## config.mk

```make
export PLATFORM = sky130hd
export DESIGN_NAME = decode_stage
export DESIGN_NICKNAME = d
export VERILOG_FILES = /design/src/rtl/core_pkg.sv /design/src/rtl/imm_gen.sv /design/src/rtl/decode_stage.sv
export SDC_FILE = /design/constraint.sdc
export NUM_CORES = 1
export LEC_CHECK = 0
export ABC_CLOCK_PERIOD_IN_PS = 5900
export BUFFER_PORTS_ARGS = -buffer_cell sky130_fd_sc_hd__buf_2
export CORE_MARGIN = 8
export CORE_UTILIZATION = 50
export CTS_CLUSTER_DIAMETER = 40
export DETAILED_ROUTE_END_ITERATION = 8
export PLACE_DENSITY = 0.85
export SLEW_MARGIN = 20
export SYNTH_ARGS = -nofsm -noshare
export SYNTH_HDL_FRONTEND = slang
export SYNTH_SLANG_ARGS = --single-unit
```

## constraint.sdc

```tcl
create_clock -name clk -period 5.9 [get_ports clk]
set_input_delay 1.18 -clock clk [delete_from_list [all_inputs] [get_ports clk]]
set_output_delay 1.18 -clock clk [all_outputs]
set_load 0.005 [all_outputs]
```

## src/rtl/core_pkg.sv

```systemverilog
// rtl/core_pkg.sv - shared RV32E core types: opclass enum, opcodes, widths
package core_pkg;

    localparam int CORE_XLEN     = 32;
    localparam int CORE_REGADR_W = 4;

    typedef enum logic [3:0] {
        OPC_LUI     = 4'd0,
        OPC_AUIPC   = 4'd1,
        OPC_JAL     = 4'd2,
        OPC_JALR    = 4'd3,
        OPC_BRANCH  = 4'd4,
        OPC_LOAD    = 4'd5,
        OPC_STORE   = 4'd6,
        OPC_OPIMM   = 4'd7,
        OPC_OP      = 4'd8,
        OPC_FENCE   = 4'd9,
        OPC_SYSTEM  = 4'd10,
        OPC_ILLEGAL = 4'd11
    } opclass_t;

    localparam logic [6:0] OP_LUI    = 7'b0110111;
    localparam logic [6:0] OP_AUIPC  = 7'b0010111;
    localparam logic [6:0] OP_JAL    = 7'b1101111;
    localparam logic [6:0] OP_JALR   = 7'b1100111;
    localparam logic [6:0] OP_BRANCH = 7'b1100011;
    localparam logic [6:0] OP_LOAD   = 7'b0000011;
    localparam logic [6:0] OP_STORE  = 7'b0100011;
    localparam logic [6:0] OP_OPIMM  = 7'b0010011;
    localparam logic [6:0] OP_OP     = 7'b0110011;
    localparam logic [6:0] OP_FENCE  = 7'b0001111;
    localparam logic [6:0] OP_SYSTEM = 7'b1110011;

    // Every valid opcode ends in 2'b11, so compressed encodings fall to ILLEGAL here.
    function automatic opclass_t opclass_of(input logic [6:0] opcode);
        case (opcode)
            OP_LUI:    opclass_of = OPC_LUI;
            OP_AUIPC:  opclass_of = OPC_AUIPC;
            OP_JAL:    opclass_of = OPC_JAL;
            OP_JALR:   opclass_of = OPC_JALR;
            OP_BRANCH: opclass_of = OPC_BRANCH;
            OP_LOAD:   opclass_of = OPC_LOAD;
            OP_STORE:  opclass_of = OPC_STORE;
            OP_OPIMM:  opclass_of = OPC_OPIMM;
            OP_OP:     opclass_of = OPC_OP;
            OP_FENCE:  opclass_of = OPC_FENCE;
            OP_SYSTEM: opclass_of = OPC_SYSTEM;
            default:   opclass_of = OPC_ILLEGAL;
        endcase
    endfunction

endpackage

```

## src/rtl/imm_gen.sv

```systemverilog
// rtl/imm_gen.sv - format-selected, sign-extended RV32 immediate
module imm_gen
    import core_pkg::*;
(
    input  logic [31:0] instr,
    input  opclass_t    opclass,
    output logic [31:0] imm
);

    always_comb begin
        imm = '0;
        case (opclass)
            OPC_JALR, OPC_LOAD, OPC_OPIMM:
                imm = {{20{instr[31]}}, instr[31:20]};
            OPC_STORE:
                imm = {{20{instr[31]}}, instr[31:25], instr[11:7]};
            OPC_BRANCH:
                imm = {{19{instr[31]}}, instr[31], instr[7], instr[30:25], instr[11:8], 1'b0};
            OPC_LUI, OPC_AUIPC:
                imm = {instr[31:12], 12'b0};
            OPC_JAL:
                imm = {{11{instr[31]}}, instr[31], instr[19:12], instr[20], instr[30:21], 1'b0};
            default:
                imm = '0;
        endcase
    end

endmodule

```

## src/rtl/decode_stage.sv

```systemverilog
// rtl/decode_stage.sv - RV32E decode stage with regfile read-address mux and write bypass
module decode_stage
    import core_pkg::*;
#(
    parameter int XLEN     = CORE_XLEN,
    parameter int REGADR_W = CORE_REGADR_W
) (
    input  logic                clk,
    input  logic                reset,
    input  logic                in_valid,
    output logic                in_ready,
    input  logic [31:0]         in_instr,
    input  logic [XLEN-1:0]     in_pc,
    input  logic                flush,
    output logic [REGADR_W-1:0] rs1adr,
    output logic [REGADR_W-1:0] rs2adr,
    input  logic [XLEN-1:0]     rs1,
    input  logic [XLEN-1:0]     rs2,
    input  logic                wb_regwrite,
    input  logic [REGADR_W-1:0] wb_rdadr,
    input  logic [XLEN-1:0]     wb_rd,
    output logic                out_valid,
    input  logic                out_ready,
    output logic [XLEN-1:0]     out_pc,
    output logic [3:0]          out_opclass,
    output logic [2:0]          out_funct3,
    output logic                out_funct7b5,
    output logic [REGADR_W-1:0] out_rdadr,
    output logic                out_regwrite,
    output logic [XLEN-1:0]     out_rs1val,
    output logic [XLEN-1:0]     out_rs2val,
    output logic [XLEN-1:0]     out_imm,
    output logic                out_illegal
);

    logic                valid_q, valid_d;
    logic [REGADR_W-1:0] rs1f_q, rs1f_d, rs2f_q, rs2f_d;
    logic [XLEN-1:0]     pc_q, pc_d;
    opclass_t            opclass_q, opclass_d;
    logic [2:0]          funct3_q, funct3_d;
    logic                funct7b5_q, funct7b5_d;
    logic [REGADR_W-1:0] rdadr_q, rdadr_d;
    logic                regwrite_q, regwrite_d;
    logic [XLEN-1:0]     imm_q, imm_d;
    logic                illegal_q, illegal_d;
    logic                byp1_q, byp1_d, byp2_q, byp2_d;
    logic [XLEN-1:0]     bypval1_q, bypval1_d, bypval2_q, bypval2_d;

    logic     accept;
    opclass_t dec_base, dec_class;
    logic     use_rd, use_rs1, use_rs2, writes, reg_bad, dec_regwrite;
    logic [31:0] dec_imm;

    always_comb begin
        dec_base = opclass_of(in_instr[6:0]);
        use_rd   = 1'b0;
        use_rs1  = 1'b0;
        use_rs2  = 1'b0;
        writes   = 1'b0;
        case (dec_base)
            OPC_LUI, OPC_AUIPC, OPC_JAL: begin use_rd = 1'b1; writes = 1'b1; end
            OPC_JALR, OPC_LOAD, OPC_OPIMM: begin use_rd = 1'b1; use_rs1 = 1'b1; writes = 1'b1; end
            OPC_OP: begin use_rd = 1'b1; use_rs1 = 1'b1; use_rs2 = 1'b1; writes = 1'b1; end
            OPC_BRANCH, OPC_STORE: begin use_rs1 = 1'b1; use_rs2 = 1'b1; end
            OPC_SYSTEM: begin use_rd = 1'b1; use_rs1 = 1'b1; end
            default: ;
        endcase
        // RV32E has only x0..x15; bit 4 of any used register field is illegal.
        reg_bad      = (use_rd && in_instr[11]) || (use_rs1 && in_instr[19]) || (use_rs2 && in_instr[24]);
        dec_class    = reg_bad ? OPC_ILLEGAL : dec_base;
        dec_regwrite = writes && !reg_bad && (in_instr[11:7] != 5'd0);
    end

    imm_gen u_imm_gen (
        .instr   (in_instr),
        .opclass (dec_class),
        .imm     (dec_imm)
    );

    // Valid-bit FSM (EMPTY/FULL): output process
    always_comb begin
        in_ready  = !flush && (!valid_q || out_ready);
        out_valid = valid_q;
    end

    assign accept = in_valid && in_ready;
    assign rs1adr = accept ? in_instr[15 +: REGADR_W] : rs1f_q;
    assign rs2adr = accept ? in_instr[20 +: REGADR_W] : rs2f_q;

    // Valid-bit FSM: next-state process, plus held-bundle and bypass capture
    always_comb begin
        valid_d    = valid_q;
        rs1f_d     = rs1f_q;
        rs2f_d     = rs2f_q;
        pc_d       = pc_q;
        opclass_d  = opclass_q;
        funct3_d   = funct3_q;
        funct7b5_d = funct7b5_q;
        rdadr_d    = rdadr_q;
        regwrite_d = regwrite_q;
        imm_d      = imm_q;
        illegal_d  = illegal_q;
        if (flush) begin
            valid_d = 1'b0;
        end else if (accept) begin
            valid_d = 1'b1;
        end else if (out_ready) begin
            valid_d = 1'b0;
        end
        if (accept) begin
            rs1f_d     = in_instr[15 +: REGADR_W];
            rs2f_d     = in_instr[20 +: REGADR_W];
            pc_d       = in_pc;
            opclass_d  = dec_class;
            funct3_d   = in_instr[14:12];
            funct7b5_d = in_instr[30];
            rdadr_d    = in_instr[7 +: REGADR_W];
            regwrite_d = dec_regwrite;
            imm_d      = dec_imm;
            illegal_d  = (dec_class == OPC_ILLEGAL);
        end
        // The regfile returns pre-write data when read and written on the same edge.
        byp1_d    = wb_regwrite && (wb_rdadr != '0) && (wb_rdadr == rs1adr);
        byp2_d    = wb_regwrite && (wb_rdadr != '0) && (wb_rdadr == rs2adr);
        bypval1_d = byp1_d ? wb_rd : bypval1_q;
        bypval2_d = byp2_d ? wb_rd : bypval2_q;
    end

    // Valid-bit FSM: state register
    always_ff @(posedge clk) begin
        if (!reset) begin
            valid_q    <= 1'b0;
            rs1f_q     <= '0;
            rs2f_q     <= '0;
            pc_q       <= '0;
            opclass_q  <= OPC_LUI;
            funct3_q   <= '0;
            funct7b5_q <= 1'b0;
            rdadr_q    <= '0;
            regwrite_q <= 1'b0;
            imm_q      <= '0;
            illegal_q  <= 1'b0;
            byp1_q     <= 1'b0;
            byp2_q     <= 1'b0;
            bypval1_q  <= '0;
            bypval2_q  <= '0;
        end else begin
            valid_q    <= valid_d;
            rs1f_q     <= rs1f_d;
            rs2f_q     <= rs2f_d;
            pc_q       <= pc_d;
            opclass_q  <= opclass_d;
            funct3_q   <= funct3_d;
            funct7b5_q <= funct7b5_d;
            rdadr_q    <= rdadr_d;
            regwrite_q <= regwrite_d;
            imm_q      <= imm_d;
            illegal_q  <= illegal_d;
            byp1_q     <= byp1_d;
            byp2_q     <= byp2_d;
            bypval1_q  <= bypval1_d;
            bypval2_q  <= bypval2_d;
        end
    end

    assign out_pc       = pc_q;
    assign out_opclass  = opclass_q;
    assign out_funct3   = funct3_q;
    assign out_funct7b5 = funct7b5_q;
    assign out_rdadr    = rdadr_q;
    assign out_regwrite = regwrite_q;
    assign out_imm      = imm_q;
    assign out_illegal  = illegal_q;
    assign out_rs1val   = byp1_q ? bypval1_q : rs1;
    assign out_rs2val   = byp2_q ? bypval2_q : rs2;

endmodule

```

==> flow_summary.yaml, run 1 <==
sta:
  finalCriticalPeriod_ps: 3540
  final.setup.worst_slack_ps: 2360
  finalSetupViolations: 0
  fmax_mhz: 283
  slew_viol_final: 0
  fin_crit_sh: 0.599
  finalHoldViolations: 0
  max_slew.worst_pin.slew_ps: 1200
  finalSetupTns_ps: 0
  holdWs_ps: 450
  fin_worst_skew_ps: 6.41
  rsz0062_at_grt: "no"
  maxSlewHeadroom: 0.191
clocking:
  tritoncts: "built"
  post_cts_resized: 0
  cts_root_buf: "clkbuf_16"
  clkTransAtPathRegs_ps: 60
  cts_hold_buffers: 0
  post-cts-setup-buffers: 0
  clkSinkCount: 153
  clockBufferDepth: 2
  h-tree-depth: 4
  clock_latency_ps: 410
  cts_buffers: 17
floorplanning:
  core_um2: 13200
  dieHeight_um: 133
  die_width_um: 133
  fp.dieArea_um2: 17600
  std_cell_rows: 42
  start_util: 0.513
  ios: 322
drt:
  via_per_inst: 5.35
  wire_per_inst_um: 18.3
  drt_pre_antenna_iters: 5
  num_vias: 6635
  dr.first_iter.drc_count: 480
  ant_nets: 0
  drc: 0
  routed_wl_um: 22700
placement:
  place_area_um2: 8460
  pre_cts_slack_ps: 2230
  placedCellCount: 1206
  port_buffers: 321
  gp_congestion: 0.898
  dp_hpwl_um: 17300
worst_setup_path:
  path_cells: "buf_2, and2b_1, nand2_2, mux2i_1, inv_1, buf_2"
  r2r-end: "bypval1_q[7]$_SDFFE_PN0P_"
  r2r_slack_ps: 3340
  cpPeakStageDelay_ps: 430
  slowest_stage: "mux2i_1"
  critPathCaptureType: "primary output"
  start_kind: "input pin"
  cp.required_ps: 4720
  crit_fanout: 7
  critical_path_class: "input pin to primary output"
  reg2reg_depth: 8
  cp.arrival_ps: 2360
  rr_startpoint: "out_valid$_SDFFE_PP0P_"
  crit_top_cell: "buf_2"
pwr:
  powerDensity_nw_per_um2: 274
  vdd.ir_drop.worst_mv: 0.233
  p_leak_nw: 4.53
  power_mw: 2.50
logic_synthesis:
  synth_warnings: 0
  synth_nets: 927
  synth_area_um2: 6790
  synth_cells: 757
  ys_async_sr_fraction: 0
  synth-edff-count: 0
  synth.avg_cell_area_um2: 8.97
  ys_types: 57
  synth_ff_type: "dfxtp_1"
  ys_seq_area_frac: 0.451
  synth_seq_cells: 153
status:
  outcome: "complete, no violations"
global_route:
  overflow: 0
  antenna_found_initial: 3
  grt_max_degree: 61
  grt_pass1_vias: 6576
  grt_pass1_wl_um: 35100
  grt_use_total: 0.247
layout:
  final_cell_area_um2: 9130
  drive_above_1_share: 0.409
  final_nets: 1220
  final_util: 0.689
  stdcell_count: 1241
  synthToLayoutAreaGrowth_pct: 34.4
min_path:
  hp-class: "flip-flop to flip-flop"
  holdPathStages: 2
  min_from: "out_imm[19]$_SDFFE_PN0P_"
  whs_endpoint: "out_imm[19]$_SDFFE_PN0P_"
flow_run:
  max_cap_viol_count: 0
==> cell usage after synthesis, drive strengths merged, types with 3 or more instances <==
| cell type | count | area share |
|---|---|---|
| nand2 | 201 | 0.11 |
| dfxtp | 153 | 0.45 |
| mux2i | 70 | 0.10 |
| mux2 | 64 | 0.11 |
| a21oi | 61 | 0.047 |
| clkbuf | 33 | 0.018 |
| nor2 | 27 | 0.016 |
| o21ai | 26 | 0.019 |
| buf | 22 | 0.015 |
| a221o | 11 | 0.016 |
| inv | 10 | 0.0055 |
| a22oi | 8 | 0.0088 |
| a22o | 7 | 0.0090 |
| nand3 | 6 | 0.0052 |
| nand2b | 5 | 0.0046 |
| nor3 | 5 | 0.0044 |
| or4 | 4 | 0.0050 |
| xor2 | 4 | 0.0052 |
| a2111oi | 3 | 0.0039 |
| nand4 | 3 | 0.0037 |
| nor2b | 3 | 0.0028 |
==> sequential cells by signal, indices dropped and copies added (netlist names) <==
| signal | cells |
|---|---|
| byp1_q | 1 |
| byp2_q | 1 |
| bypval1_q | 32 |
| bypval2_q | 32 |
| out_funct3 | 3 |
| out_funct7b5 | 1 |
| out_illegal | 1 |
| out_imm | 32 |
| out_opclass | 4 |
| out_pc | 32 |
| out_rdadr | 4 |
| out_regwrite | 1 |
| out_valid | 1 |
| rs1f_q | 4 |
| rs2f_q | 4 |
==> worst max path at each step <==
stage               depth (start not counted)   from  slack [ps]                         to
global route                                6  flush        2240                  rs1adr[0]
floorplan                                   5  flush        2600                  rs1adr[1]
global placement                            8  flush        2330  bypval2_q[2]$_SDFFE_PN0P_
finish                                      6  flush        2360                  rs1adr[0]
detailed placement                          8  flush        2230  bypval2_q[5]$_SDFFE_PN0P_
CTS                                         6  flush        2350                  rs1adr[0]
==> logic make-up after synthesis <==
logic type,count (synthesis),share of synthesized area
XOR/XNOR,6,0.00774
AO/OA/AOI/OAI,128,0.118
flip-flops,153,0.451
buffers and inverters,65,0.0389
multiplexers,134,0.209
AND/OR/NAND/NOR,271,0.175
==> where the power goes <==
group          switching, mW  internal (mW)
Combinational          0.153          0.135
Sequential            0.0134           1.06
Clock                  0.416          0.719
==> layout by cell type (no fill, tap or decap), types with 2 or more instances in the layout <==
cell type / Yosys / layout
buf_2: 10 / 321
nand2_1: 199 / 199
dfxtp_1: 153 / 153
mux2i_1: 70 / 70
mux2_2: 64 / 64
a21oi_1: 60 / 60
nor2_1: 26 / 24
o21ai_0: 22 / 22
clkbuf_16: 0 / 17
a221o_1: 11 / 11
inv_1: 9 / 9
a22oi_1: 8 / 8
a22o_1: 7 / 7
buf_4: 0 / 7
nand2b_1: 5 / 5
nand3_1: 5 / 5
clkinvlp_4: 0 / 5
xor2_1: 4 / 4
nor3_1: 4 / 4
o21ai_1: 4 / 4
bufinv_16: 0 / 4
nor2b_1: 3 / 3
nor2_4: 1 / 3
or4_1: 3 / 3
a2111oi_0: 3 / 3
clkbuf_1: 33 / 3
diode_2: 0 / 2
nand2_2: 2 / 2
a211oi_1: 2 / 2
and2_1: 2 / 2
a31oi_1: 2 / 2
xnor2_1: 2 / 2
and3_1: 2 / 2
nor3b_1: 2 / 2
nand4_1: 2 / 2
==> worst max-delay path, delay by kind of cell <==
kind          cells  cell delay [ps]
buf+inv           3              310
mux               1              430
simple gates      2              420
==> per-layer routing <==
| layer | part of all wire | GRT usage | wire, um | vias up |
|---|---|---|---|---|
| li1 | - | - | - | 3212 |
| met1 | 0.38 | 0.269 | 8600 | 3078 |
| met2 | 0.51 | 0.428 | 11500 | 294 |
| met3 | 0.082 | 0.0871 | 1860 | 49 |
| met4 | 0.029 | 0.102 | 656 | 2 |
| met5 | 0.00057 | 0 | 13 | - |
==> layout make-up <==
type                    count  area, um^2
well taps                 176         220
clock inverters            11         171
fillers                  1038        4110
flip-flops and latches    153        3060
repair buffers            329        1690
diodes                      2        5.00
multi-input cells         539        3490
inverters                  10        37.5
clock buffers              21         450
Power figures use the tool's default switching activity.
==> inputs of run 2 (changes only) <==
--- a/config.mk
+++ b/config.mk
@@ -5,13 +5,13 @@
 export SDC_FILE = /design/constraint.sdc
 export NUM_CORES = 1
 export LEC_CHECK = 0
-export ABC_CLOCK_PERIOD_IN_PS = 5900
+export ABC_CLOCK_PERIOD_IN_PS = 3100
 export BUFFER_PORTS_ARGS = -buffer_cell sky130_fd_sc_hd__buf_2
 export CORE_MARGIN = 8
-export CORE_UTILIZATION = 50
+export CORE_UTILIZATION = 42
 export CTS_CLUSTER_DIAMETER = 40
 export DETAILED_ROUTE_END_ITERATION = 8
-export PLACE_DENSITY = 0.85
+export PLACE_DENSITY = 0.76
 export SLEW_MARGIN = 20
 export SYNTH_ARGS = -nofsm -noshare
 export SYNTH_HDL_FRONTEND = slang
==> constraint.sdc (replaced) <==
create_clock -name clk -period 3.1 [get_ports clk]
set_input_delay 0.62 -clock clk [delete_from_list [all_inputs] [get_ports clk]]
set_output_delay 0.62 -clock clk [all_outputs]
set_load 0.005 [all_outputs]
==> run 2 against run 1 <==
Global-route usage shrank 2.9 points. Routed wire length grew 1.2%. Clock skew grew 6.4 ps. Critical path type unchanged. Largest cell class unchanged.
==> flow_summary.yaml, run 2 (synthesis results as in run 1) <==
floorplanning:
  fp.dieArea_um2: 20500
  die_width_um: 143
  core_um2: 15800
  std_cell_rows: 46
  start_util: 0.429
  dieHeight_um: 143
  ios: 322
layout:
  final_common_cell: "buf_2"
  synthToLayoutAreaGrowth_pct: 35.3
  antenna_cells: 0
  final_nets: 1230
  drive_above_1_share: 0.417
  fillers: 1419
  final_util: 0.581
  final_cell_mix: "buf_2 (321), nand2_1 (199), dfxtp_1 (153)"
worst_setup_path:
  crit_family: "simple AND/OR/NAND/NOR gates"
  rr_startpoint: "out_valid$_SDFFE_PP0P_"
  crit_fanout: 15
  start_kind: "input pin"
  critPathCaptureType: "primary output"
  cp.arrival_ps: 1870
  path_cells: "buf_2, and2b_1, nand2_2, mux2i_1, inv_1, buf_2"
  r2r-end: "bypval2_q[4]$_SDFFE_PN0P_"
  r2r_slack_ps: 860
  crit_start: "flush"
  slowest_stage: "mux2i_1"
  crit_buf_inv: 3
  cp.required_ps: 2480
  cpPeakStageDelay_ps: 380
  crit_top_cell: "buf_2"
  critical_path_class: "input pin to primary output"
  reg2reg_depth: 7
clocking:
  clockBufferDepth: 2
  post_cts_resized: 0
  clock_latency_ps: 420
  post-cts-setup-buffers: 0
  h-tree-depth: 4
  cts_root_buf: "clkbuf_16"
  clkSinkCount: 153
  cts_buffers: 17
  tritoncts: "built"
  cts_hold_buffers: 0
  clkTransAtPathRegs_ps: 60
flow_run:
  max_cap_viol_count: 0
placement:
  dp_hpwl_um: 17500
  port_buffers: 321
  gp_congestion: 0.848
  pre_cts_slack_ps: 241
pwr:
  power.switching_mw: 1.16
  seq_power_share: 0.438
  powerDensity_nw_per_um2: 508
  p_leak_nw: 4.57
  switching_share: 0.248
  p_int_mw: 3.51
  power_mw: 4.67
  p_clk_frac: 0.444
  combPwrFrac: 0.118
  vdd.ir_drop.worst_mv: 0.368
sta:
  finalSetupViolations: 0
  slew_viol_final: 0
  maxSlewHeadroom: 0.534
  finalHoldViolations: 0
  finalSetupTns_ps: 0
  rsz0062_at_grt: "no"
  final.setup.worst_slack_ps: 606
  max_slew.worst_pin.slew_ps: 698
  finalCriticalPeriod_ps: 2490
  fin_worst_skew_ps: 12.8
  fin_crit_sh: 0.804
  fmax_mhz: 401
global_route:
  antenna_found_initial: 0
  grt_pass1_wl_um: 35200
  grt_use_total: 0.219
  overflow: 0
  grt_max_degree: 57
  grt_pass1_vias: 6601
drt:
  drt_pre_antenna_iters: 5
  via_per_inst: 5.09
  ant_nets: 0
  num_vias: 6565
  dr.first_iter.drc_count: 285
  wire_per_inst_um: 17.8
  routed_wl_um: 22900
  drc: 0
min_path:
  holdPathStages: 2
  whs_endpoint: "out_valid$_SDFFE_PP0P_"
  min_from: "flush"
  hp-class: "input pin to flip-flop"
status:
  outcome: "complete, no violations"
## run 2: how the worst max path moves through the flow
stage / cells past startpoint / endpoint
2_1_floorplan: 8 / out_imm[21]$_SDFFE_PN0P_
3_3_place_gp: 7 / out_imm[26]$_SDFFE_PN0P_
3_5_place_dp: 7 / out_imm[24]$_SDFFE_PN0P_
4_1_cts: 6 / rs1adr[0]
5_1_grt: 6 / rs2adr[2]
6_report: 6 / rs1adr[0]
## run 2: metrics by stage
step,hold WS (ps),cell area [um^2],std cells
finish,400,9190,1289
global route,394,9190,1289
global placement,430,8590,1257
CTS,381,9190,1289
detailed placement,443,8590,1257
floorplan,435,6790,757
## run 2: power groups by stage
stage / combinational [mW] / clock [mW] / sequential [mW]
finish: 0.549 / 2.07 / 2.04
detailed placement: 0.548 / 0 / 2.09
floorplan: 0.269 / 0 / 2.09
global placement: 0.541 / 0 / 2.08
CTS: 0.552 / 2.12 / 2.04
global route: 0.604 / 2.20 / 2.05
## run 2: metal layers
layer / vias to the layer above / track usage / part of all wire
met5: - / 0 / 0
met4: 0 / 0.0789 / 0.019
met3: 35 / 0.0604 / 0.067
met2: 236 / 0.385 / 0.51
met1: 3057 / 0.247 / 0.40
li1: 3237 / - / -
## run 2: cell type report
| class | instances | area, um^2 | area share |
|---|---|---|---|
| repair buffers | 339 | 1740 | 0.190 |
| clock buffers | 19 | 453 | 0.0493 |
| well taps | 216 | 270 | 0.0294 |
| clock inverters | 13 | 145 | 0.0158 |
| flip-flops and latches | 153 | 3060 | 0.333 |
| multi-input cells | 539 | 3480 | 0.379 |
| inverters | 10 | 37.5 | 0.00408 |
## run 2: worst register-to-register path: cells and delay by family (launching register included)
family / cells / cell delay, ps
muxes: 2 / 680
and+or+nand+nor: 3 / 540
xor gates and xnor gates: 1 / 130
DFF: 1 / 330
buffers and inverters: 1 / 490
